===== src/rtl/br_pkg.sv =====
// Shared types for the iterative branch comparator:
// branch condition encoding, FSM states and the condition resolver.
package br_pkg;

  localparam int BR_OP_W = 3;

  typedef enum logic [BR_OP_W-1:0] {
    EQ  = 3'd0,
    NE  = 3'd1,
    LT  = 3'd4,
    GE  = 3'd5,
    LTU = 3'd6,
    GEU = 3'd7
  } br_op_t;

  typedef enum logic [1:0] {
    IDLE = 2'd0,
    BUSY = 2'd1,
    DONE = 2'd2
  } state_t;

  function automatic logic br_signed(br_op_t op);
    return (op == LT) || (op == GE);
  endfunction

  function automatic logic br_resolve(
    br_op_t op,
    logic   lt,
    logic   ne
  );
    logic r;
    r = 1'b0;
    unique case (1'b1)
      (op == EQ):                r = !ne;
      (op == NE):                r = ne;
      (op == LT) || (op == LTU): r = lt;
      (op == GE) || (op == GEU): r = !lt;
      default:                   r = 1'b0;
    endcase
    return r;
  endfunction

endpackage


===== src/rtl/branch_chunk_cmp.sv =====
// Single-chunk magnitude compare; sign_fix flips the chunk MSB
// so a signed top chunk can be ordered with an unsigned compare.
module branch_chunk_cmp #(
  parameter int W = 8
) (
  input  logic [W-1:0] chunk_a,
  input  logic [W-1:0] chunk_b,
  input  logic         sign_fix,
  output logic         eq,
  output logic         lt
);

  logic [W-1:0] ua;
  logic [W-1:0] ub;

  always_comb begin
    ua = chunk_a;
    ub = chunk_b;
    ua[W-1] = chunk_a[W-1] ^ sign_fix;
    ub[W-1] = chunk_b[W-1] ^ sign_fix;
  end

  assign eq = (ua == ub);
  assign lt = (ua < ub);

endmodule


===== src/rtl/branch_comp_iter.sv =====
// Iterative branch comparator: walks the operands one chunk per
// cycle from the MSB end and resolves the branch condition.
module branch_comp_iter
  import br_pkg::*;
#(
  parameter int XLEN       = 32,
  parameter int CHUNK      = 8,
  parameter int EARLY_EXIT = 1
) (
  input  logic            clk,
  input  logic            rst_n,
  input  logic            in_valid,
  output logic            in_ready,
  input  logic [XLEN-1:0] a,
  input  logic [XLEN-1:0] b,
  input  br_op_t          br_op,
  input  logic            pred_taken,
  input  logic            flush,
  output logic            out_valid,
  input  logic            out_ready,
  output logic            taken,
  output logic            mispredict
);

  localparam int NCHUNK = XLEN / CHUNK;
  localparam int IDXW   = (NCHUNK > 1) ? $clog2(NCHUNK) : 1;
  localparam logic [IDXW-1:0] LAST = IDXW'(NCHUNK - 1);

  generate
    if (XLEN % CHUNK != 0) begin : g_bad_chunk
      $error("XLEN must be a multiple of CHUNK");
    end
  endgenerate

  state_t          state, state_n;
  logic [IDXW-1:0] idx, idx_n;
  logic [XLEN-1:0] a_q, a_n;
  logic [XLEN-1:0] b_q, b_n;
  br_op_t          op_q, op_n;
  logic            pred_q, pred_n;
  logic            lt_q, lt_n;
  logic            ne_q, ne_n;
  logic            tk_q, tk_n;
  logic            mp_q, mp_n;

  logic sign_fix;
  logic c_eq;
  logic c_lt;
  logic lt_c;
  logic ne_c;
  logic fin;
  logic res;

  // Operands shift left each cycle, so the live chunk is always on top.
  assign sign_fix = (idx == '0) && br_signed(op_q);

  branch_chunk_cmp #(
    .W(CHUNK)
  ) u_cmp (
    .chunk_a  (a_q[XLEN-1 -: CHUNK]),
    .chunk_b  (b_q[XLEN-1 -: CHUNK]),
    .sign_fix (sign_fix),
    .eq       (c_eq),
    .lt       (c_lt)
  );

  always_comb begin
    lt_c = ne_q ? lt_q : c_lt;
    ne_c = ne_q | !c_eq;
    fin  = (idx == LAST) || ((EARLY_EXIT != 0) && !c_eq);
    res  = br_resolve(op_q, lt_c, ne_c);
  end

  always_comb begin
    state_n = state;
    idx_n   = idx;
    a_n     = a_q;
    b_n     = b_q;
    op_n    = op_q;
    pred_n  = pred_q;
    lt_n    = lt_q;
    ne_n    = ne_q;
    tk_n    = tk_q;
    mp_n    = mp_q;
    if (flush) begin
      state_n = IDLE;
    end else begin
      unique case (state)
        IDLE: begin
          if (in_valid) begin
            a_n     = a;
            b_n     = b;
            op_n    = br_op;
            pred_n  = pred_taken;
            idx_n   = '0;
            lt_n    = 1'b0;
            ne_n    = 1'b0;
            state_n = BUSY;
          end
        end
        BUSY: begin
          lt_n = lt_c;
          ne_n = ne_c;
          a_n  = a_q << CHUNK;
          b_n  = b_q << CHUNK;
          if (fin) begin
            tk_n    = res;
            mp_n    = res ^ pred_q;
            state_n = DONE;
          end else begin
            idx_n = idx + 1'b1;
          end
        end
        DONE: begin
          if (out_ready) state_n = IDLE;
        end
        default: state_n = IDLE;
      endcase
    end
  end

  always_ff @(posedge clk or negedge rst_n) begin
    if (!rst_n) begin
      state  <= IDLE;
      idx    <= '0;
      a_q    <= '0;
      b_q    <= '0;
      op_q   <= EQ;
      pred_q <= 1'b0;
      lt_q   <= 1'b0;
      ne_q   <= 1'b0;
      tk_q   <= 1'b0;
      mp_q   <= 1'b0;
    end else begin
      state  <= state_n;
      idx    <= idx_n;
      a_q    <= a_n;
      b_q    <= b_n;
      op_q   <= op_n;
      pred_q <= pred_n;
      lt_q   <= lt_n;
      ne_q   <= ne_n;
      tk_q   <= tk_n;
      mp_q   <= mp_n;
    end
  end

  assign in_ready   = (state == IDLE);
  assign out_valid  = (state == DONE);
  assign taken      = tk_q;
  assign mispredict = mp_q;

endmodule


===== config.mk =====
export PLATFORM = sky130hd
export DESIGN_NAME = branch_comp_iter
export DESIGN_NICKNAME = d
export VERILOG_FILES = /design/src/rtl/br_pkg.sv /design/src/rtl/branch_chunk_cmp.sv /design/src/rtl/branch_comp_iter.sv
export SDC_FILE = /design/constraint.sdc
export NUM_CORES = 1
export LEC_CHECK = 0
export ABC_CLOCK_PERIOD_IN_PS = 2900
export CAP_MARGIN = 15
export CORE_UTILIZATION = 40
export DETAILED_ROUTE_END_ITERATION = 16
export PLACE_DENSITY_LB_ADDON = 0.08
export RECOVER_POWER = 25
export SETUP_SLACK_MARGIN = 0.5
export SYNTH_ARGS = -nofsm -noshare
export SYNTH_HDL_FRONTEND = slang
export SYNTH_SLANG_ARGS = --single-unit

===== constraint.sdc =====
create_clock -name clk -period 2.9 [get_ports clk]
set_input_delay 0.725 -clock clk [delete_from_list [all_inputs] [get_ports clk]]
set_output_delay 0.725 -clock clk [all_outputs]
set_load 0.01 [all_outputs]

Yosys cells after proc, flatten, opt, wreduce, memory -nomap -nowiden
Cells that the tools add are included.

operators by class
  $add $sub $neg = 1
  multipliers = 0
  div/mod/pow operators = 0
  magnitude comparators = 1
  equality and inequality tests = 14
  shift operators = 0
  muxes and demuxes = 17
  bitwise gates (word level) = 5
  reduce and logical (&&, ||, !) cells = 17

operators by type and width
  operator               number
  $pmux W32 S2           2
  $mux W32               2
  $eq A3 B3 Y1 const B   4
  $mux W2                6
  $reduce_and A3 Y1      4
  $eq A8 B8 Y1           1
  $lt A8 B8 Y1           1
  $ne A3 B2 Y1 const B   2
  $pmux W2 S3            1
  $eq A2 B2 Y1 const B   2
  $logic_not A2 Y1       2
  $logic_or A1 B1 Y1     4
  $ne A2 B2 Y1 const B   2
  $pmux W1 S2            2
  $pmux W1 S4            1
  $pmux W2 S2            1
  $reduce_and A4 Y1      1
  $eq A3 B1 Y1 const B   1
  $logic_not A1 Y1       3
  $logic_not A3 Y1       1
  $ne A3 B3 Y1 const B   1
  $xor A1 B1 Y1          3
  $add A2 B1 Y2 const B  1
  $eq A2 B1 Y1 const B   1
  5 further kinds        6

storage, ports and cells
  register bits = 76
  bits in latches = 0
  RAM bits = 0
  ROM bits = 0
  input port bits = 73
  logic and storage cells = 65
  memories = 0

Logic depth before layout (Yosys ltp)
  depth after elaboration = 10
  mapped depth = 8
  depth with buffers taken out = 8

Modules after synthesis
A second synthesis with hierarchy kept.

unflattened totals
  cell total of the unflattened synthesis = 419
  area total of the unflattened synthesis = 3598.5 µm²

modules (own cells, without submodules)
  module            times used  cells an instance  area an instance (µm²)
  branch_comp_iter  1           390                3379.5
  branch_chunk_cmp  1           29                 219.0

Least setup slack after synthesis
No wires, ideal clock.

  path type = reg-to-reg
  start = register a_q[30]
  end = register idx[1]
  data arrival time = 1817 ps
  path slack = 958 ps
  cell stages (with the launch flop) = 6
  cells stage by stage = dfrtp_1 > ha_1 > nand3_1 > or3_1 > or3_4 > mux2_4

between the ends
  longest elaborated chain between the ends = 5

ends and longest elaborated chain
  what                                line                     RTL
  from (decl)                         branch_comp_iter.sv:37   logic [XLEN-1:0] a_q, a_n;
  from (signal assigned)              branch_comp_iter.sv:137  a_q <= a_n;
  $eq A8 B8 Y1                        branch_chunk_cmp.sv:23   assign eq = (ua == ub);
  $logic_not A1 Y1                    branch_comp_iter.sv:70   fin = (idx == LAST) || ((EARLY_EXIT != 0) && !c_eq);
  $logic_or A1 B1 Y1                  branch_comp_iter.sv:70
  $ne A2 B2 Y1 (no source line)       --
  $reduce_and A4 Y1 (no source line)  --
  to (signal assigned)                branch_comp_iter.sv:136  idx <= idx_n;
  to (decl)                           branch_comp_iter.sv:36   logic [IDXW-1:0] idx, idx_n;

No other way between the ends.
A chain may end at the register's enable or synchronous reset.

Worst setup path after layout
  start = register state[0]
  end = output port out_valid

between the ends
  longest elaborated chain between the ends = 1

ends and longest elaborated chain
  what                    line                     RTL
  from (decl)             branch_comp_iter.sv:35   state_t state, state_n;
  from (signal assigned)  branch_comp_iter.sv:135  state <= state_n;
  $eq A2 B2 Y1            branch_comp_iter.sv:149  assign out_valid = (state == DONE);
  to (decl)               branch_comp_iter.sv:19   output logic out_valid,

No other way between the ends.

==> results.sh <==
export IMPL_hpwl_mm=5.17
export IMPL_dp_cells=506
export IMPL_wl_per_cell_um=14.2
export IMPL_crit_path_max_incr_delay_ns=0.54
export IMPL_final_net_count=491
export IMPL_max_cap_violations=0
export IMPL_crit_arrival_ns=1.56
export IMPL_clk_latency_ns=0.34
export IMPL_route_final_wire_length_mm=7.42
export IMPL_fp_dieH_um=98.2
export IMPL_synth_net_count=421
export IMPL_routed_via_count=2589
export IMPL_critical_path_reg2reg_startpoint="a_q[29]"
export IMPL_grt_antenna_before_repair=0
export IMPL_cp_num_cells=2
export IMPL_cts_tree="yes"
export IMPL_setup_viol_count_final=0
export IMPL_crit_family="buffers and inverters"
export IMPL_timing_final_max_slew_violations=0
export IMPL_top_fanout_value_on_the_critical_path=9
export IMPL_synth_cell_area_um2=3700
export IMPL_sum_of_overflow_across_all_layers_after_global_routing=0
export IMPL_synth_distinct_cells=46
export IMPL_grt_max_degree=51
export IMPL_cts_root_buffer_type="clkbuf_8"
export IMPL_antenna_cells_inserted=0
export IMPL_cts_htree_levels=3
export IMPL_grt_pass1_vias=2535
export IMPL_category_of_the_critical_setup_timing_path="reg -> out"
export IMPL_result_of_the_run="complete, no violations"
export IMPL_placementRows=34
export IMPL_synth_edff_count=0
export IMPL_power_density_nw_per_um2=640
export IMPL_detail_route_drc_violations=0
export IMPL_post_route_min_period_ns=2.29
export IMPL_grt_usage=0.164
export IMPL_place_ws_ns=0.403
export IMPL_core_area_um2=8850
export IMPL_syn_avg_cell_area_um2=10.9
export IMPL_floorplan_initialDensity=0.418
export IMPL_power_static_leakage_nw=2.08
export IMPL_antenna_violating_nets_post_route=0
export IMPL_min_path_type="reg -> reg"
export IMPL_post_route_cells_drive_above_1_share=0.0944
export IMPL_setup_slack_ns=0.613
export IMPL_async_flop_share=1.00
export IMPL_die_width_um=98.2
export IMPL_final_hold_viol_count=0
export IMPL_crit_required_ns=2.17
export IMPL_crit_path_cell_trace="nor2_1, clkdlybuf4s50_1"
export IMPL_cts_inserted_buffers=9
export IMPL_io_pins=77
export IMPL_synthDominantAreaCellType="dfrtp_1"
export IMPL_crit_start="state[0]"
export IMPL_critical_path_slowest_cell="clkdlybuf4s50_1"
export IMPL_cts_clk_slew_worst_paths_ns=0.08
export IMPL_postSynth_topFlopCell="dfrtp_1"
export IMPL_syn_warnings=0
export IMPL_post_drt_via_cell_ratio=4.97
export IMPL_reg2regPathDepth=7
export IMPL_timing_clock_skew_ns=0.0134
export IMPL_critPathBufInv=1
export IMPL_setup_total_negative_slack_ns=0
export IMPL_detail_route_iter0_violations=86
export IMPL_syn_to_final_growth_pct=30.7
export IMPL_critical_path_endpoint_type="primary output"
export IMPL_cts_root_to_sink_buffers=2
export IMPL_final_instance_count_without_filler_cells=521
export IMPL_post_syn_instances=339
export IMPL_worst_slew_margin_rel=0.147
export IMPL_maximum_operating_frequency_mhz=437
export IMPL_max_vdd_ir_drop_mv=0.299
export IMPL_postSynthRegisterBits=76
export IMPL_max_slew_worst_pin_slew_ns=1.28
export IMPL_worst_r2r_setup_slack_ns=0.79
export IMPL_timing_critical_path_to="out_valid"
export IMPL_synth_sequential_area_ratio=0.514
export IMPL_ys_top_cells_by_area="dfrtp_1 51%, mux2i_1 13%, o21ai_0 6.8%, nand2_1 5.5%, a22o_1 3.8%"
export IMPL_buffers_added_on_ports=76
export IMPL_gpl_final_weighted_congestion=0.714
export IMPL_pre_repair_dr_iteration_count=6
export IMPL_cts_num_sinks=76
export IMPL_yosysTopAreaCellShare=0.514
export IMPL_most_common_layout_cells="75 x dfrtp_1, 75 x clkdlybuf4s50_1, 54 x nand2_1"
export IMPL_fp_dieArea_um2=9640
export IMPL_timing_rr_end="mispredict"
export IMPL_rsz0062_at_grt="false"
export IMPL_first_pass_grt_wire_length_mm=12.5
export IMPL_post_route_period_util=0.789
export IMPL_start_kind="flop"
## Yosys cell counts (2+ instances only)
cell type	instances
nand2_1	54
or2b_1	3
ha_1	9
mux2_2	4
a22o_1	16
nand4b_1	2
dfrtp_1	76
a21oi_1	2
nor2_1	8
buf_2	7
nor3_1	2
o21ai_0	50
buf_4	2
buf_1	3
o41ai_1	2
mux2i_1	49
inv_1	10
clkbuf_1	9
a211oi_2	2
nor2b_1	2
a21o_1	2
## registers in the layout, summed over array words and instances, names as in the netlist
register and count:
taken 1, pred_q 1, state 2, mispredict 1, lt_q 1, idx 2, a_q 32, b_q 32
ne_q 1, op_q 3
## worst register-to-register path, cell delays in order, from the launching register on
cell and delay (ns):
dfrtp_1 0.40, ha_1 0.32, a21o_1 0.18, a211oi_2 0.28, a211oi_2 0.11, o41ai_4 0.40, nor4_1 0.12, o31ai_2 0.22
## cell families after synthesis
family,after synthesis,synth area share
AOI/OAI and AO/OA,83,0.152
and+or+nand+nor,82,0.105
DFF,76,0.514
muxes,55,0.155
buffers and inverters,32,0.0395
adders and majority gates,9,0.0304
xor gates and xnor gates,2,0.00473
## power breakdown
group          internal, mW  switching [mW]  leakage [nW]
clock network         0.588           0.389         0.122
registers              1.27           0.140         0.953
logic                 0.381           0.332          1.01
## metal layers
| layer | vias up | part of all wire | track usage |
|---|---|---|---|
| met5 | - | 0 | 0 |
| met4 | 0 | 0.012 | 0.0654 |
| met3 | 8 | 0.032 | 0.0315 |
| met2 | 47 | 0.43 | 0.238 |
| met1 | 1194 | 0.53 | 0.240 |
| li1 | 1340 | - | - |
## stage by stage
step	hold WS [ns]	total power, mW	cell area [um^2]	utilization
global route	0.505	3.28	4840	0.547
detailed placement	0.470	2.16	4600	0.520
CTS	0.429	3.13	4840	0.547
floorplan	0.429	1.87	3700	-
finish	0.480	3.10	4840	0.547
global placement	0.461	2.13	4600	0.520
## final cells by class
| cell class | count | area, um^2 |
|---|---|---|
| Timing Repair Buffer | 81 | 843 |
| Clock inverter | 5 | 100 |
| Inverter | 10 | 37.5 |
| Tap cell | 108 | 135 |
| Multi-Input combinational cell | 231 | 1680 |
| Fill cell | 802 | 4010 |
| Clock buffer | 10 | 138 |
| Sequential cell | 76 | 1900 |
## worst min-delay path by stage
stage,slack (ns),cells past startpoint,to,from
6_report,0.48,2,b_q[19],b_q[19]
2_1_floorplan,0.43,0,a_q[0],rst_n
4_1_cts,0.43,1,pred_q,rst_n
3_5_place_dp,0.47,2,a_q[22],a_q[22]
5_1_grt,0.51,2,a_q[11],a_q[11]
3_3_place_gp,0.46,2,a_q[14],a_q[14]
## repair_timing
item	CTS	global route
setup buffers	0	0
gates resized for setup	0	1
endpoints found under the setup margin	0	1
hold buffers	0	0
(Power assumes the default switching activity.)
